===== src/rtl/gemm_mem_arbiter_pkg.sv =====
// Shared configuration for the GEMM / core data-memory arbiter.
//   LINE_AW_DEF   : default memory line-address width (4096 x 128-bit lines)
//   BASE_ADDR_DEF : byte base address of the data memory in the system map
//   arb_state_t   : arbiter FSM states
//   addr_in_range : window check for a byte address against the memory window
package gemm_mem_arbiter_pkg;

  localparam int unsigned LINE_AW_DEF   = 12;
  localparam logic [31:0] BASE_ADDR_DEF = 32'h0001_0000;

  typedef enum logic {
    IDLE    = 1'b0,
    RD_WAIT = 1'b1
  } arb_state_t;

  // True when addr lies in [base, base + 16 * 2^line_aw). Done in 33 bits so a
  // window ending exactly at 4 GiB does not wrap.
  function automatic logic addr_in_range(input logic [31:0] addr,
                                         input logic [31:0] base,
                                         input int unsigned line_aw);
    logic [32:0] lo;
    logic [32:0] hi;
    lo = {1'b0, base};
    hi = lo + (33'd16 << line_aw);
    return ({1'b0, addr} >= lo) && ({1'b0, addr} < hi);
  endfunction

endpackage


===== src/rtl/gemm_mem_arbiter_if.sv =====
// Bundle of the three buses around the arbiter: GEMM memory interface, core
// data port and the shared memory port.
//   slave  : the arbiter's view (takes requests, drives memory and responses)
//   master : the environment's view (GEMM, core and memory models)
interface gemm_mem_arbiter_if #(
  parameter int unsigned LINE_AW = gemm_mem_arbiter_pkg::LINE_AW_DEF
) ();

  // GEMM side
  logic              interface_en;
  logic              interface_rdwr;      // 1 = write
  logic [31:0]       interface_addr;      // 16-byte aligned
  logic [4:0]        interface_control;   // [3:0] lane write enables
  logic [3:0][31:0]  interface_wr_data;   // lane 0 in the LSBs
  logic [127:0]      interface_rd_data;

  // Core side
  logic              cpu_req;
  logic              cpu_we;
  logic [31:0]       cpu_addr;
  logic [31:0]       cpu_wdata;
  logic [3:0]        cpu_be;
  logic [31:0]       cpu_rdata;
  logic              cpu_stall;

  // Shared memory port
  logic              mem_en;
  logic              mem_we;
  logic [LINE_AW-1:0] mem_addr;
  logic [15:0]       mem_wmask;
  logic [127:0]      mem_wdata;
  logic [127:0]      mem_rdata;

  modport slave (
    input  interface_en, interface_rdwr, interface_addr, interface_control,
           interface_wr_data,
    input  cpu_req, cpu_we, cpu_addr, cpu_wdata, cpu_be,
    input  mem_rdata,
    output interface_rd_data, cpu_rdata, cpu_stall,
    output mem_en, mem_we, mem_addr, mem_wmask, mem_wdata
  );

  modport master (
    output interface_en, interface_rdwr, interface_addr, interface_control,
           interface_wr_data,
    output cpu_req, cpu_we, cpu_addr, cpu_wdata, cpu_be,
    output mem_rdata,
    input  interface_rd_data, cpu_rdata, cpu_stall,
    input  mem_en, mem_we, mem_addr, mem_wmask, mem_wdata
  );

endinterface


===== src/rtl/gemm_mem_arbiter_mask.sv =====
// Expands 4 enable bits into a 16-bit byte mask for a 128-bit line.
//   lane_mode_i = 1 : en_i are lane enables, each covers 4 bytes (lane_i ignored)
//   lane_mode_i = 0 : en_i are byte enables placed in lane lane_i
//   mask_o          : byte write mask, bit b covers line byte b
module lane_mask_expand (
  input  logic        lane_mode_i,
  input  logic [3:0]  en_i,
  input  logic [1:0]  lane_i,
  output logic [15:0] mask_o
);

  // NOTE: every output of a combinational block gets a default first so no
  // path leaves it unassigned, which would otherwise infer a latch.
  always_comb begin
    mask_o = '0;
    if (lane_mode_i) begin
      for (int i = 0; i < 4; i++) begin
        mask_o[4*i +: 4] = {4{en_i[i]}};
      end
    end else begin
      mask_o = {12'd0, en_i} << {lane_i, 2'b00};
    end
  end

endmodule


===== src/rtl/gemm_mem_arbiter.sv =====
// Arbiter for the single 128-bit data memory shared by the GEMM accelerator
// and the core's 32-bit data port. GEMM has fixed 1-cycle read latency and no
// back-pressure, so it always wins; the core is stalled on conflict.
//   clk, rst     : clock, synchronous active-high reset
//   bus          : GEMM, core and memory buses (slave view)
//   conflict_cnt : saturating count of core cycles stalled by GEMM
//   addr_err     : sticky flag, some access fell outside the memory window
module gemm_mem_arbiter
  import gemm_mem_arbiter_pkg::*;
#(
  parameter int unsigned LINE_AW   = LINE_AW_DEF,
  parameter logic [31:0] BASE_ADDR = BASE_ADDR_DEF
) (
  input  logic                clk,
  input  logic                rst,
  gemm_mem_arbiter_if.slave   bus,
  output logic [31:0]         conflict_cnt,
  output logic                addr_err
);

  arb_state_t         state_q, state_d;
  logic [1:0]         lane_q, lane_d;          // lane of the pending core load
  logic               cpu_zero_q, cpu_zero_d;  // pending core load was suppressed
  logic               gemm_zero_q;             // last-cycle GEMM read was suppressed
  logic [31:0]        conflict_cnt_q;
  logic [31:0]        cpu_rdata_q;
  logic               addr_err_q;

  logic               conflict_inc;
  logic               err_set;

  logic               gemm_ok, cpu_ok;
  logic [LINE_AW-1:0] gemm_line, cpu_line;
  logic [15:0]        gemm_mask, cpu_mask;
  logic [31:0]        rd_lane;

  logic               mem_en, mem_we;
  logic [LINE_AW-1:0] mem_addr;
  logic [15:0]        mem_wmask;
  logic [127:0]       mem_wdata;

  // Control bit 4 is reserved and has no effect.
  logic               unused_ctrl;
  assign unused_ctrl = bus.interface_control[4];

  assign gemm_ok   = addr_in_range(bus.interface_addr, BASE_ADDR, LINE_AW);
  assign cpu_ok    = addr_in_range(bus.cpu_addr, BASE_ADDR, LINE_AW);
  assign gemm_line = LINE_AW'((bus.interface_addr - BASE_ADDR) >> 4);
  assign cpu_line  = LINE_AW'((bus.cpu_addr - BASE_ADDR) >> 4);

  lane_mask_expand u_gemm_mask (
    .lane_mode_i (1'b1),
    .en_i        (bus.interface_control[3:0]),
    .lane_i      (2'b00),
    .mask_o      (gemm_mask)
  );

  lane_mask_expand u_cpu_mask (
    .lane_mode_i (1'b0),
    .en_i        (bus.cpu_be),
    .lane_i      (bus.cpu_addr[3:2]),
    .mask_o      (cpu_mask)
  );

  always_comb begin
    state_d      = state_q;
    lane_d       = lane_q;
    cpu_zero_d   = cpu_zero_q;
    conflict_inc = 1'b0;
    err_set      = 1'b0;
    mem_en       = 1'b0;
    mem_we       = 1'b0;
    mem_addr     = '0;
    mem_wmask    = '0;
    mem_wdata    = '0;

    // GEMM owns the port whenever it asks, whatever the FSM state.
    if (bus.interface_en) begin
      if (gemm_ok) begin
        mem_en   = 1'b1;
        mem_we   = bus.interface_rdwr;
        mem_addr = gemm_line;
        if (bus.interface_rdwr) begin
          mem_wmask = gemm_mask;
          mem_wdata = bus.interface_wr_data;
        end
      end else begin
        err_set = 1'b1;
      end
    end

    unique case (state_q)
      IDLE: begin
        if (bus.cpu_req) begin
          if (bus.interface_en) begin
            conflict_inc = 1'b1;
          end else if (bus.cpu_we) begin
            if (cpu_ok) begin
              mem_en    = 1'b1;
              mem_we    = 1'b1;
              mem_addr  = cpu_line;
              mem_wmask = cpu_mask;
              mem_wdata = {4{bus.cpu_wdata}};
            end else begin
              err_set = 1'b1;
            end
          end else begin
            // Load: an out-of-range load still takes the RD_WAIT cycle so the
            // core sees the same timing, but returns 0.
            state_d    = RD_WAIT;
            lane_d     = bus.cpu_addr[3:2];
            cpu_zero_d = !cpu_ok;
            if (cpu_ok) begin
              mem_en   = 1'b1;
              mem_addr = cpu_line;
            end else begin
              err_set = 1'b1;
            end
          end
        end
      end
      RD_WAIT: begin
        // The held request is the one completing now; it is not re-arbitrated.
        state_d = IDLE;
      end
      default: state_d = IDLE;
    endcase
  end

  // The core stalls in IDLE on a conflict or while its load is in flight; a
  // store completes immediately.
  assign bus.cpu_stall = (state_q == IDLE) && bus.cpu_req &&
                         (bus.interface_en || !bus.cpu_we);

  assign rd_lane = cpu_zero_q ? 32'd0 : bus.mem_rdata[32*lane_q +: 32];

  // NOTE: sequential state uses non-blocking assignments so every register
  // samples the pre-edge values, independent of statement order.
  always_ff @(posedge clk) begin
    if (rst) begin
      state_q        <= IDLE;
      lane_q         <= 2'd0;
      cpu_zero_q     <= 1'b0;
      gemm_zero_q    <= 1'b0;
      conflict_cnt_q <= 32'd0;
      cpu_rdata_q    <= 32'd0;
      addr_err_q     <= 1'b0;
    end else begin
      state_q     <= state_d;
      lane_q      <= lane_d;
      cpu_zero_q  <= cpu_zero_d;
      gemm_zero_q <= bus.interface_en && !bus.interface_rdwr && !gemm_ok;
      if (conflict_inc && (conflict_cnt_q != 32'hFFFF_FFFF)) begin
        conflict_cnt_q <= conflict_cnt_q + 32'd1;
      end
      if (state_q == RD_WAIT) begin
        cpu_rdata_q <= rd_lane;
      end
      if (err_set) begin
        addr_err_q <= 1'b1;
      end
    end
  end

  assign bus.cpu_rdata         = (state_q == RD_WAIT) ? rd_lane : cpu_rdata_q;
  assign bus.interface_rd_data = gemm_zero_q ? 128'd0 : bus.mem_rdata;

  assign bus.mem_en    = mem_en;
  assign bus.mem_we    = mem_we;
  assign bus.mem_addr  = mem_addr;
  assign bus.mem_wmask = mem_wmask;
  assign bus.mem_wdata = mem_wdata;

  assign conflict_cnt = conflict_cnt_q;
  assign addr_err     = addr_err_q;

endmodule


===== src/flat_wrapper.sv =====
// flat-port wrapper written by rule: the top's interface ports become plain ports
module gemm_mem_arbiter_flat import gemm_mem_arbiter_pkg::*;
#(
  parameter int unsigned LINE_AW   = LINE_AW_DEF,
  parameter logic [31:0] BASE_ADDR = BASE_ADDR_DEF
)
  (clk, rst, conflict_cnt, addr_err, bus_interface_en, bus_interface_rdwr, bus_interface_addr, bus_interface_control, bus_interface_wr_data, bus_cpu_req, bus_cpu_we, bus_cpu_addr, bus_cpu_wdata, bus_cpu_be, bus_mem_rdata, bus_interface_rd_data, bus_cpu_rdata, bus_cpu_stall, bus_mem_en, bus_mem_we, bus_mem_addr, bus_mem_wmask, bus_mem_wdata);
  gemm_mem_arbiter_if #(.LINE_AW(LINE_AW)) bus_i ();
  input  logic clk;
  input  logic rst;
  output logic [31:0] conflict_cnt;
  output logic addr_err;
  input wire logic [$bits(bus_i.interface_en)-1:0] bus_interface_en;
  input wire logic [$bits(bus_i.interface_rdwr)-1:0] bus_interface_rdwr;
  input wire logic [$bits(bus_i.interface_addr)-1:0] bus_interface_addr;
  input wire logic [$bits(bus_i.interface_control)-1:0] bus_interface_control;
  input wire logic [$bits(bus_i.interface_wr_data)-1:0] bus_interface_wr_data;
  input wire logic [$bits(bus_i.cpu_req)-1:0] bus_cpu_req;
  input wire logic [$bits(bus_i.cpu_we)-1:0] bus_cpu_we;
  input wire logic [$bits(bus_i.cpu_addr)-1:0] bus_cpu_addr;
  input wire logic [$bits(bus_i.cpu_wdata)-1:0] bus_cpu_wdata;
  input wire logic [$bits(bus_i.cpu_be)-1:0] bus_cpu_be;
  input wire logic [$bits(bus_i.mem_rdata)-1:0] bus_mem_rdata;
  output wire logic [$bits(bus_i.interface_rd_data)-1:0] bus_interface_rd_data;
  output wire logic [$bits(bus_i.cpu_rdata)-1:0] bus_cpu_rdata;
  output wire logic [$bits(bus_i.cpu_stall)-1:0] bus_cpu_stall;
  output wire logic [$bits(bus_i.mem_en)-1:0] bus_mem_en;
  output wire logic [$bits(bus_i.mem_we)-1:0] bus_mem_we;
  output wire logic [$bits(bus_i.mem_addr)-1:0] bus_mem_addr;
  output wire logic [$bits(bus_i.mem_wmask)-1:0] bus_mem_wmask;
  output wire logic [$bits(bus_i.mem_wdata)-1:0] bus_mem_wdata;
  assign bus_i.interface_en = bus_interface_en;
  assign bus_i.interface_rdwr = bus_interface_rdwr;
  assign bus_i.interface_addr = bus_interface_addr;
  assign bus_i.interface_control = bus_interface_control;
  assign bus_i.interface_wr_data = bus_interface_wr_data;
  assign bus_i.cpu_req = bus_cpu_req;
  assign bus_i.cpu_we = bus_cpu_we;
  assign bus_i.cpu_addr = bus_cpu_addr;
  assign bus_i.cpu_wdata = bus_cpu_wdata;
  assign bus_i.cpu_be = bus_cpu_be;
  assign bus_i.mem_rdata = bus_mem_rdata;
  assign bus_interface_rd_data = bus_i.interface_rd_data;
  assign bus_cpu_rdata = bus_i.cpu_rdata;
  assign bus_cpu_stall = bus_i.cpu_stall;
  assign bus_mem_en = bus_i.mem_en;
  assign bus_mem_we = bus_i.mem_we;
  assign bus_mem_addr = bus_i.mem_addr;
  assign bus_mem_wmask = bus_i.mem_wmask;
  assign bus_mem_wdata = bus_i.mem_wdata;
  gemm_mem_arbiter #(.LINE_AW(LINE_AW), .BASE_ADDR(BASE_ADDR)) u_core (.clk(clk), .rst(rst), .bus(bus_i), .conflict_cnt(conflict_cnt), .addr_err(addr_err));
endmodule

===== config.mk =====
export PLATFORM = sky130hd
export DESIGN_NAME = gemm_mem_arbiter_flat
export DESIGN_NICKNAME = d
export VERILOG_FILES = /design/src/rtl/gemm_mem_arbiter_pkg.sv /design/src/rtl/gemm_mem_arbiter_if.sv /design/src/rtl/gemm_mem_arbiter_mask.sv /design/src/rtl/gemm_mem_arbiter.sv /design/src/flat_wrapper.sv
export SDC_FILE = /design/constraint.sdc
export NUM_CORES = 1
export LEC_CHECK = 0
export ABC_AREA = 1
export BUFFER_PORTS_ARGS = -buffer_cell sky130_fd_sc_hd__clkbuf_2
export CORE_AREA = 2 2 279 281
export CTS_CLUSTER_SIZE = 24
export DETAILED_ROUTE_END_ITERATION = 8
export DIE_AREA = 0 0 281 283
export PLACE_DENSITY_LB_ADDON = 0.15
export SLEW_MARGIN = 25
export SYNTH_ARGS = -nofsm -noshare
export SYNTH_HDL_FRONTEND = slang
export SYNTH_SLANG_ARGS = --single-unit
export TNS_END_PERCENT = 5

===== constraint.sdc =====
create_clock -name clk -period 2.3 [get_ports clk]
set_clock_uncertainty 0.05 [all_clocks]
set_input_delay 0.46 -clock clk [delete_from_list [all_inputs] [get_ports clk]]
set_output_delay 0.46 -clock clk [all_outputs]
set_load 0.05 [all_outputs]

==> results of run 1 <==
path summary, 6_finish.rpt:
kind	startpoint	endpoint	slack, ns
worst max-delay path	u_core.state_q	bus_mem_wdata[114]	-0.33
worst min-delay path	bus_interface_rdwr	u_core.gemm_zero_q	0.25
worst min register to register	u_core.cpu_rdata_q[27]	u_core.cpu_rdata_q[27]	0.42
worst max register to register	u_core.conflict_cnt[0]	u_core.conflict_cnt[5]	0.34
layer usage:
metal | vias to the layer above | GRT usage
met5 | - | 0
met4 | 2 | 0.0266
met3 | 35 | 0.0357
met2 | 397 | 0.238
met1 | 5218 | 0.176
li1 | 5784 | -
worst max-delay path: stages, from the launching register on:
cell and delay [ns]:
dfxtp_2 0.33, inv_4 0.08, nand2_4 0.06, nor2_4 0.09
buf_12 0.13, nand3_4 0.08, nor2_4 0.13, buf_12 0.14
clkbuf_16 0.17, buf_8 0.12, nand2_4 0.08, buf_6 0.13
nand2_4 0.07, buf_12 0.13
per-stage QoR:
step / setup WS (ns) / total power (uW) / setup TNS [ns] / utilization
floorplan: -0.214 / 2240 / -1.30 / -
global placement: -0.819 / 3050 / -83.37 / 0.194
detailed placement: -0.765 / 3040 / -80.08 / 0.194
CTS: -0.513 / 4680 / -58.54 / 0.210
global route: -0.429 / 4820 / -59.82 / 0.216
finish: -0.332 / 4560 / -37.98 / 0.216
power breakdown:
part	switching (uW)	internal, uW
clock	655	866
combinational	1220	556
sequential	25.7	1230
cell families after synthesis:
kind of cell,share of synthesized area
simple gates,0.493
fa+ha+maj,0.00174
compound gates,0.143
xor+xnor,0.0158
buf+inv,0.151
flops,0.194
timing repair:
| item | CTS | global route |
|---|---|---|
| gates cloned | 2 | 1 |
| setup endpoints to repair | 190 | 190 |
| pin swaps | 19 | 19 |
| buffers inserted | 10 | 3 |
| resized for setup | 198 | 170 |
cell type report:
cell class / instances / area (sq um)
fill: 8781 / 60100
timing repair buffer: 820 / 7370
multi-input combinational: 1064 / 5500
sequential: 70 / 1410
tap: 1040 / 1300
inverter: 177 / 669
clock buffer: 10 / 239
clock inverter: 6 / 60.1
antenna: 2 / 5.00
cell usage after synthesis (all sizes together):
cell type  number
xor2            7
nand2         561
xnor2           6
o21ai          53
o211ai         32
a21oi          90
buf            34
nand4          21
ha              1
clkbuf         43
dfxtp          70
inv           177
nor2          224
nand3b          3
o22ai           1
nor3            2
nand3          63
sequential cells by signal, summed over array words and instances (netlist names):
name and count:
u_core.addr_err 1, u_core.conflict_cnt 32, u_core.gemm_zero_q 1, u_core.lane_q 2, u_core.state_q 1, u_core.cpu_zero_q 1
u_core.cpu_rdata_q 32
==> impl_metrics.tcl, run 1 <==
set metrics [dict create \
    outcome "complete, but fails checks" \
    violations "setup timing" \
    dr_wl_met2_um 27700 \
    postRouteWirelength_um 58000 \
    rsz0062_at_grt "true" \
    grt_first_pass_wirelength_um 80200 \
    worst_pin_slew_ns 0.521 \
    syn-num-nets 1756 \
    dieArea_sq_um 79500 \
    yosysWarnings 0 \
    drtIter0Drc 523 \
    gp_congestion 0.965 \
    power.leakage_uw 0.00848 \
    cts.sinks 70 \
    worstPathRequired_ns 1.79 \
    h-tree-depth 3 \
    via_per_inst 3.59 \
    peakVddDrop_v 0.000375 \
    crit_fanout 5 \
    layout_common_cells "520 x clkbuf_2, 395 x nand2_1, 206 x nor2_1, 174 x inv_1, 174 x buf_12" \
    netlist_instances 1388 \
    yosysTopAreaCell "nand2_1" \
    start_util 0.0939 \
    ys_seq_area_frac 0.194 \
    vias 11400 \
    syn_to_final_growth_pct 130 \
    stdcell_count 3189 \
    grtUsageTotal 0.139 \
    core_area_sq_um 76700 \
    clockBufferDepth 2 \
    grt-ovfl-total 0 \
    final_nets 2510 \
    final_area_sq_um 16600 \
    maxCapViolations 0 \
    final_layout_size_suffix_gt1_frac 0.496 \
    slew_headroom 0.652 \
    hold_violations 0 \
    dr.pass1.iters 5 \
    root_buffer "clkbuf_16" \
    finalCritPeriodShare 1.14 \
    endpoint_kind "output pin" \
    drv_slew 0 \
    setup_slack_ns -0.332 \
    setup_viol 178 \
    clock_latency_ns 0.38 \
    dr_wl_met3_um 3760 \
    r2r_cells 10 \
    period_minus_slack_ns 2.63 \
    ant_nets 0 \
    placed_area_sq_um 14900 \
    grt_max_degree 59 \
    cts_tree "done" \
    holdWs_ns 0.254 \
    fmax_ghz 0.380 \
    hold_class "in -> reg" \
    start_kind "flop" \
    wl_per_cell_um 18.2 \
    path_class "reg -> out" \
    synthDistinctLibCells 31 \
    p_per_area_nw_per_um2 275 \
    yosys.area.top_type_share 0.284 \
    layout_commonest_cell "clkbuf_2" \
    pin_count 719 \
    critPathArrivalTime_ns 2.12 \
    place_inst 3158 \
    routed.top_layer "met5" \
    drc_errors 0 \
    grt_pass1_vias 11200 \
    place_hpwl_um 49700 \
    antenna_found_initial 4 \
    rows 102 \
    port-buffer-count 711 \
    met1_length_um 25600 \
    syn_avg_cell_area_sq_um 5.19 \
    holdPathStages 2 \
    path_clk_slew_ns 0.06 \
    synth_seq_cells 70 \
    cts_hold_buf 0 \
    die_w_um 281 \
    ys_top_cells_by_area "nand2_1 28%, dfxtp_1 19%, nor2_1 11%" \
    cts-buffers-inserted 9 \
    die_h_um 283 \
    netlist_area_sq_um 7210 \
]
(Power assumes the default switching activity.)
==> inputs of run 2 (changes only) <==
--- a/config.mk
+++ b/config.mk
@@ -5,12 +5,12 @@
 export SDC_FILE = /design/constraint.sdc
 export NUM_CORES = 1
 export LEC_CHECK = 0
-export ABC_AREA = 1
 export BUFFER_PORTS_ARGS = -buffer_cell sky130_fd_sc_hd__clkbuf_2
-export CORE_AREA = 2 2 279 281
+export CAP_MARGIN = 20
+export CORE_AREA = 2 2 278 280
 export CTS_CLUSTER_SIZE = 24
 export DETAILED_ROUTE_END_ITERATION = 8
-export DIE_AREA = 0 0 281 283
+export DIE_AREA = 0 0 280 282
 export PLACE_DENSITY_LB_ADDON = 0.15
 export SLEW_MARGIN = 25
 export SYNTH_ARGS = -nofsm -noshare
==> impl_metrics.tcl, run 2 <==
set metrics [dict create \
    outcome "complete, but fails checks" \
    violations "setup timing" \
    yosysWarnings 0 \
    die_w_um 280 \
    netSwitchingPower_uw 1890 \
    slowest_stage "nor4b_2" \
    syn_avg_cell_area_sq_um 7.67 \
    ys_seq_area_frac 0.213 \
    pin_count 719 \
    postRouteWirelength_um 49300 \
    clock_power_share 0.329 \
    cp_top_family "simple AND/OR/NAND/NOR gates" \
    synth-compound-area-share 0.317 \
    core_area_sq_um 75700 \
    start_kind "input port" \
    setup_viol 188 \
    layout_commonest_cell "clkbuf_2" \
    path_clk_slew_ns 0.07 \
    grt_max_degree 81 \
    peakVddDrop_v 0.000331 \
    grt_first_pass_wirelength_um 66300 \
    fmax_ghz 0.381 \
    synth_fa_ha_area_frac 0.00190 \
    layout_common_cells "517 x clkbuf_2, 165 x nor2b_1, 164 x buf_12, 88 x a22o_4, 75 x buf_4" \
    via_per_inst 3.71 \
    synth_commonest_cells "165 x nor2b_1, 140 x a22o_1, 70 x dfxtp_1, 68 x clkbuf_1, 57 x a21oi_1" \
    dr.pass1.iters 4 \
    p_per_area_nw_per_um2 277 \
    cp_common_cell "buf_12" \
    pwr-share-seq 0.272 \
    h-tree-depth 3 \
    vias 9668 \
    worst_pin_slew_ns 0.608 \
    pwr-share-comb 0.399 \
    path_buf_inv 5 \
    endpoint_kind "output pin" \
    synth.area.mux_share 0.112 \
    synth_ff_type "dfxtp_1" \
    drv_slew 0 \
    netlist_area_sq_um 6570 \
    antenna_found_initial 7 \
    async_reset_ff_frac 0 \
    synth_top_family_by_area "compound AO/OA/AOI/OAI gates" \
    port-buffer-count 711 \
    syn-num-nets 1225 \
    syn_to_final_growth_pct 151 \
    worstPathRequired_ns 1.79 \
    finalCritPeriodShare 1.14 \
    power.leakage_uw 0.00748 \
    grtUsageTotal 0.115 \
    root_buffer "clkbuf_16" \
    switching_share 0.413 \
    final_nets 1986 \
    fillers 8341 \
    maxCapViolations 0 \
    slowest_delay_ns 0.28 \
    die_h_um 282 \
    ant_nets 0 \
    slew_headroom 0.591 \
    cp_cell_sequence "clkbuf_2, nor4b_2, nand4_1, nor2_2, and2_4, buf_12, buf_12, buf_6, a22o_1, buf_12" \
    yosys.area.top_type_share 0.213 \
    synth_xor_area_frac 0.00666 \
    intPower_uw 2690 \
    period_minus_slack_ns 2.62 \
    hold_class "in -> reg" \
    rows 101 \
    gp_congestion 0.830 \
    dieArea_sq_um 79000 \
    synthSimpleGateAreaFrac 0.280 \
    rrSetupSlack_ns 0.10 \
    synth-edff-count 0 \
    ys_top_cells_by_area "dfxtp_1 21%, a22o_1 19%, nor2b_1 16%" \
    netlist_instances 857 \
    synth_seq_cells 70 \
    wl_per_cell_um 18.9 \
    hold_violations 0 \
    fin_util 0.218 \
    setup_slack_ns -0.323 \
    yosysTopAreaCell "dfxtp_1" \
    path_class "in -> out" \
    cts.sinks 70 \
    place_hpwl_um 41500 \
    final_layout_size_suffix_gt1_frac 0.646 \
    cts_tree "done" \
    fin_setup_tns_ns -38.40 \
    clockBufferDepth 2 \
    grt_pass1_vias 9620 \
    clock_latency_ns 0.37 \
    drtIter0Drc 327 \
    drc_errors 0 \
    cts-buffers-inserted 9 \
    grt-ovfl-total 0 \
    critPathArrivalTime_ns 2.11 \
    start_util 0.0868 \
    synthDistinctLibCells 47 \
    rsz0062_at_grt "true" \
    crit_fanout 8 \
    yosysMostFrequentCell "nor2b_1" \
]
[run 2: cell count changes in the layout (fill, tap and decap cells not counted), moves of 29 or more]
cell and delta:
nand2_1 -380, nor2b_1 +165, nor2_1 -152, inv_1 -136, nand2_2 -116, a22o_4 +88, a22o_1 +52, nand3_1 -47
nand2_4 -45, o211ai_1 -32, mux2i_1 +30, a21oi_1 -29
[run 2: stage by stage]
step | cells | setup WS [ns] | hold WS, ns | total power [uW] | area (sq um)
final | 2604 | -0.323 | 0.263 | 4580 | 16500
after global routing | 2604 | -0.407 | 0.254 | 4830 | 16500
after CTS | 2596 | -0.361 | 0.222 | 4680 | 15900
after detailed placement | 2568 | -0.407 | 0.451 | 3020 | 14700
after global placement | 2568 | -0.396 | 0.437 | 3020 | 14700
after floorplan | 857 | -0.426 | 0.423 | 2230 | 7180
[run 2: timing repair]
action                     in CTS  in global routing
pin swaps                      27                 51
hold endpoints to repair        0                  0
hold buffers                    0                  0
buffers inserted                9                  2
resized for setup             154                 96
cloned                          3                  3
setup endpoints to repair     191                198
[run 2: logic make-up after synthesis]
logic type,count (synthesis)
flops,70
compound gates,276
simple gates,315
buf+inv,121
fa+ha+maj,1
xor+xnor,5
mux,69
[run 2: power groups by stage]
stage	combinational, uW	sequential (uW)	clock (uW)
after floorplan	950	1280	0
after global placement	1750	1270	0
after detailed placement	1740	1270	0
after CTS	1810	1250	1630
after global routing	1940	1250	1640
final	1820	1250	1510
[run 2: final cells by class]
cell class | instances | area, sq um | share of cell area
timing repair buffer | 833 | 7550 | 0.457
clock buffer | 9 | 225 | 0.0136
sequential | 70 | 1410 | 0.0856
antenna | 3 | 7.51 | 0.000455
clock inverter | 7 | 72.6 | 0.00440
inverter | 38 | 143 | 0.00864
multi-input combinational | 666 | 5870 | 0.356
tap | 978 | 1220 | 0.0742
[run 2: metal layers]
| metal | share of wire | track usage | vias up |
|---|---|---|---|
| li1 | - | - | 4716 |
| met1 | 0.39 | 0.132 | 4532 |
| met2 | 0.53 | 0.211 | 380 |
| met3 | 0.060 | 0.0287 | 38 |
| met4 | 0.018 | 0.0304 | 2 |
| met5 | 0.00028 | 0 | - |
[run 2: worst paths after layout]
check | start | to | depth (start not counted)
max | bus_interface_addr[22] | bus_mem_wdata[39] | 10
min | bus_cpu_we | u_core.state_q | 2
max reg2reg | u_core.conflict_cnt[5] | u_core.conflict_cnt[29] | 5
min reg2reg | u_core.conflict_cnt[13] | u_core.conflict_cnt[13] | 2
